==> config.mk <==
export PLATFORM = sky130hd
export DESIGN_NAME = mux_scan_sequencer
export DESIGN_NICKNAME = d
export VERILOG_FILES = /design/src/rtl/mux_scan_pkg.sv /design/src/rtl/mux_scan_settle_counter.sv /design/src/rtl/mux_scan_sequencer.sv
export SDC_FILE = /design/constraint.sdc
export NUM_CORES = 1
export LEC_CHECK = 0
export ABC_AREA = 1
export BUFFER_PORTS_ARGS = -buffer_cell sky130_fd_sc_hd__buf_4
export CORE_ASPECT_RATIO = 1.5
export CORE_MARGIN = 2
export CORE_UTILIZATION = 30
export DETAILED_ROUTE_END_ITERATION = 16
export PLACE_DENSITY = 0.47
export SYNTH_ARGS = -nofsm -noshare
export SYNTH_HDL_FRONTEND = slang
export SYNTH_SLANG_ARGS = --single-unit
==> constraint.sdc <==
create_clock -name clk -period 1.5 [get_ports clk]
set_clock_uncertainty 0.05 [all_clocks]
set_input_delay 0.075 -clock clk [delete_from_list [all_inputs] [get_ports clk]]
set_output_delay 0.075 -clock clk [all_outputs]
set_load 0.01 [all_outputs]
==> src/rtl/mux_scan_pkg.sv <==
// Shared state encoding and widths for the 4:1 mux scan sequencer.
package mux_scan_pkg;

  localparam logic [1:0] IDLE   = 2'd0;
  localparam logic [1:0] SETTLE = 2'd1;
  localparam logic [1:0] HOLD   = 2'd2;

  localparam int CH_COUNT = 4;
  localparam int CH_W     = 2;
  localparam int CNT_W    = 4;

  typedef enum logic [1:0] {
    ST_IDLE   = IDLE,
    ST_SETTLE = SETTLE,
    ST_HOLD   = HOLD
  } state_t;

  localparam logic [CH_W-1:0] LAST_CH = CH_W'(CH_COUNT - 1);

endpackage

==> src/rtl/mux_scan_settle_counter.sv <==
// Loadable settle down-counter; tc is high once the programmed settle time has elapsed.
module mux_scan_settle_counter
  import mux_scan_pkg::*;
(
  input  logic             clk,
  input  logic             rst_n,
  input  logic             clear,
  input  logic             load,
  input  logic [CNT_W-1:0] load_value,
  input  logic             dec,
  output logic             tc
);

  logic [CNT_W-1:0] count_reg;

  always_ff @(posedge clk or negedge rst_n) begin
    if (!rst_n) begin
      count_reg <= '0;
    end else if (clear) begin
      count_reg <= '0;
    end else if (load) begin
      count_reg <= load_value;
    end else if (dec && (count_reg != '0)) begin
      count_reg <= count_reg - CNT_W'(1);
    end
  end

  assign tc = (count_reg == '0);

endmodule

==> src/rtl/mux_scan_sequencer.sv <==
// Steps a 4:1 mux through channels 0..3, samples each after a settle time, and offers
// the packed word on valid/ready. Optional data_parity output under MUX_SCAN_PARITY_EN.
module mux_scan_sequencer
  import mux_scan_pkg::*;
#(
  parameter int unsigned SETTLE_CYCLES = 2
) (
  input  logic       clk,
  input  logic       rst_n,
  input  logic       start,
  input  logic       mux_out,
  output logic       address0,
  output logic       address1,
  output logic       busy,
  output logic [3:0] data_word,
  output logic       data_valid,
  input  logic       data_ready
`ifdef MUX_SCAN_PARITY_EN
  ,
  output logic       data_parity
`endif
);

  state_t            state_reg, state_next;
  logic [CH_W-1:0]   ch_reg, ch_next;
  logic [3:0]        data_word_reg, data_word_next;
  logic              valid_reg, valid_next;
  logic              busy_reg, busy_next;
  logic              cnt_clear, cnt_load, cnt_dec, cnt_tc;

  // The counter is preloaded with the settle time, so tc marks the sampling cycle.
  mux_scan_settle_counter u_settle (
    .clk        (clk),
    .rst_n      (rst_n),
    .clear      (cnt_clear),
    .load       (cnt_load),
    .load_value (CNT_W'(SETTLE_CYCLES)),
    .dec        (cnt_dec),
    .tc         (cnt_tc)
  );

  always_ff @(posedge clk or negedge rst_n) begin
    if (!rst_n) begin
      state_reg     <= ST_IDLE;
      ch_reg        <= '0;
      data_word_reg <= '0;
      valid_reg     <= 1'b0;
      busy_reg      <= 1'b0;
    end else begin
      state_reg     <= state_next;
      ch_reg        <= ch_next;
      data_word_reg <= data_word_next;
      valid_reg     <= valid_next;
      busy_reg      <= busy_next;
    end
  end

  always_comb begin
    state_next     = state_reg;
    ch_next        = ch_reg;
    data_word_next = data_word_reg;
    valid_next     = valid_reg;
    busy_next      = busy_reg;
    cnt_clear      = 1'b0;
    cnt_load       = 1'b0;
    cnt_dec        = 1'b0;

    case (state_reg)
      ST_IDLE: begin
        if (start) begin
          state_next     = ST_SETTLE;
          ch_next        = '0;
          busy_next      = 1'b1;
          data_word_next = '0;
          cnt_load       = 1'b1;
        end
      end
      ST_SETTLE: begin
        if (!cnt_tc) begin
          cnt_dec = 1'b1;
        end else begin
          data_word_next[ch_reg] = mux_out;
          if (ch_reg == LAST_CH) begin
            state_next = ST_HOLD;
            valid_next = 1'b1;
            cnt_clear  = 1'b1;
          end else begin
            ch_next  = ch_reg + CH_W'(1);
            cnt_load = 1'b1;
          end
        end
      end
      ST_HOLD: begin
        // start is deliberately ignored here, even alongside data_ready.
        if (data_ready) begin
          state_next = ST_IDLE;
          valid_next = 1'b0;
          busy_next  = 1'b0;
          ch_next    = '0;
        end
      end
      default: begin
        state_next = ST_IDLE;
      end
    endcase
  end

  assign address0   = ch_reg[0];
  assign address1   = ch_reg[1];
  assign busy       = busy_reg;
  assign data_word  = data_word_reg;
  assign data_valid = valid_reg;

`ifdef MUX_SCAN_PARITY_EN
  logic parity_reg;

  always_ff @(posedge clk or negedge rst_n) begin
    if (!rst_n) begin
      parity_reg <= 1'b0;
    end else begin
      parity_reg <= ^data_word_next;
    end
  end

  assign data_parity = parity_reg;
`endif

endmodule

==> results.cfg <==
[outcome]
status = finished clean

[setup_path]
cp-start-kind = register
cp_cell_sequence = inv_1 > ha_2 > nand2_2 > nand2_1 > nand2_1 > o21bai_1 > nand2_1
critPathMaxFanout = 5
crit_arrival_ns = 1.48
cp_slowest_cell = dfrtp_1
cp_common_cell = nand2_1
worstSetupPathType = reg -> reg
cp_data_required_time_ns = 1.58
critPathCaptureType = register
cp_slowest_stage_delay_ns = 0.38

[logic_synthesis]
syn-num-nets = 124
synth_area_leaders = dfrtp_1 40%, nand2_1 16%, ha_1 8.6%
seq_area_frac_synth = 0.402
syn_area_sq_um = 871
yosys.area.top_type_share = 0.402
postSynthAreaPerCell_sq_um = 7.71
synthDistinctLibCells = 19
synth_top_area_cell = dfrtp_1
yosys_warnings = 0
syn_inst = 113
ys_seq_elements = 14

[drt]
viasPerCell = 4.32
drt_iter0_drc = 14
drt_wl_total_um = 1830
dr.pass1.iters = 4
drc_errors = 0
drtAntennaViolNets = 0
via_count = 717
wl_per_cell_um = 11.0

[pwr]
comb_power_share = 0.518
p_per_area_nw_per_um2 = 1880
seq_power_share = 0.329
power.switching_uw = 870
swShare = 0.435
p_leak_nw = 0.567
power_mw = 2.00
ir_drop_uv = 775
intPower_mw = 1.13
pwr-share-clk = 0.153

[final_layout]
syn_to_final_growth_pct = 22.1
stdcell_count = 166
layout_common_cells = 36 x nand2_1, 16 x inv_1, 14 x dfrtp_1
diodes = 0
layout.nets = 142
drive_above_1_share = 0.194
fillers = 310
final_common_cell = nand2_1

[timing]
final-max-slew-violation-count = 0
period_needed_ns = 1.41
setup-violations-final = 0
fmax_ghz = 0.712
tns_ns = 0
worst_slew_pin_slew_ns = 0.415
final-hold-violation-count = 0
timing.final.crit_share = 0.937
rsz0062_at_grt = no
relSlewSlack = 0.720

[clock_tree]
numCtsBuffers = 3
cts_buffer_depth = 2
cts_tree = built
h-tree-depth = 1
clk_pin_slew_ns = 0.06
clockRootBuffer = clkbuf_8
clock-sinks = 14
insertion_delay_ns = 0.24

[floorplanning]
coreArea_sq_um = 2710
dieWidth_um = 48.0
start_util = 0.322
die_area_sq_um = 3360
die_h_um = 70.0
row_count = 23
ios = 13

[job]
maxCapViolations = 0

[placed_design]
dpl.hpwl_um = 1440
dp_cells = 161
gp_congestion = 0.843
numPortBuffers = 12

[grt]
grt_pass1_vias = 728
grt_first_pass_wirelength_um = 3220
antenna_found_initial = 0
grt_use_total = 0.132
grt_overflow = 0
grt_max_degree = 15

[min_path]
hold_class = in -> reg
==> worst paths after layout <==
kind	start	end	slack [ns]	cells past startpoint
max reg2reg	u_settle.count_reg[1]	ch_reg[0]	0.09	7
min in group asynchronous	rst_n	data_valid	0.18	2
max in group asynchronous	rst_n	u_settle.count_reg[2]	1.04	2
min reg2reg	data_word[2]	data_word[2]	0.42	2
min	data_ready	state_reg[1]	0.11	4
max	u_settle.count_reg[1]	ch_reg[0]	0.09	7
==> stage by stage <==
step	area (sq um)	worst slack, ns	hold WS (ns)	utilization
after global placement	1000	0.144	-0.106	0.370
after floorplan	871	0.225	-0.271	-
after CTS	1060	0.0749	0.116	0.392
after detailed placement	1000	0.0855	-0.109	0.370
after global routing	1060	0.0118	0.133	0.393
final	1060	0.0948	0.113	0.393
==> area by class of cell <==
type / count / area, sq um / area share
clock buffers: 3 / 41.3 / 0.0388
inverters: 17 / 63.8 / 0.0600
multi-input cells: 81 / 452 / 0.425
flip-flops and latches: 14 / 350 / 0.329
well taps: 37 / 46.3 / 0.0435
repair buffers: 14 / 110 / 0.104
==> cell usage after synthesis <==
cell type  count
dfrtp_1       14
inv_1         16
nand2_2        2
nand3_4        1
nor2_8         1
ha_1           6
buf_4          1
nor3_1         4
inv_2          1
a21oi_1        2
nand2_1       36
nor2_4         1
nor2_1         7
nor2_2         2
o21ai_0        5
nand2_4        1
nand3_1        9
nand4_1        2
o21bai_1       2
==> power groups by stage <==
stage          combinational, mW  clock [mW]  sequential (mW)
2_1_floorplan              0.708           0            0.678
3_3_place_gp                1.04           0            0.661
3_5_place_dp                1.05           0            0.662
4_1_cts                     1.05       0.323            0.656
5_1_grt                     1.19       0.342            0.682
6_report                    1.04       0.307            0.659
==> metal layers <==
layer | part of all wire | up-vias | track usage
met5 | 0 | - | 0
met4 | 0.0093 | 0 | 0.0541
met3 | 0.016 | 2 | 0.0310
met2 | 0.50 | 4 | 0.203
met1 | 0.47 | 324 | 0.170
li1 | - | 387 | -
==> worst max-delay path: cells and delay by family, from the launching register on <==
kind | cells | cell delay, ns
DFF | 1 | 0.38
buffers and inverters | 1 | 0.14
AOI/OAI and AO/OA | 1 | 0.13
adders and majority gates | 1 | 0.24
and+or+nand+nor | 4 | 0.34
==> kinds of logic after synthesis <==
family          after synthesis  share of synthesized area
simple gates                 66                      0.372
buf+inv                      18                     0.0819
flops                        14                      0.402
compound gates                9                     0.0575
fa+ha+maj                     6                     0.0862
==> what timing repair did <==
item | 4_1_cts | 5_1_grt
resized for setup | 0 | 1
hold buffers | 2 | 0
setup buffers | 0 | 0
hold endpoints to repair | 15 | 0
setup endpoints to repair | 0 | 1
No activity file was read; power rests on OpenSTA's default activity.
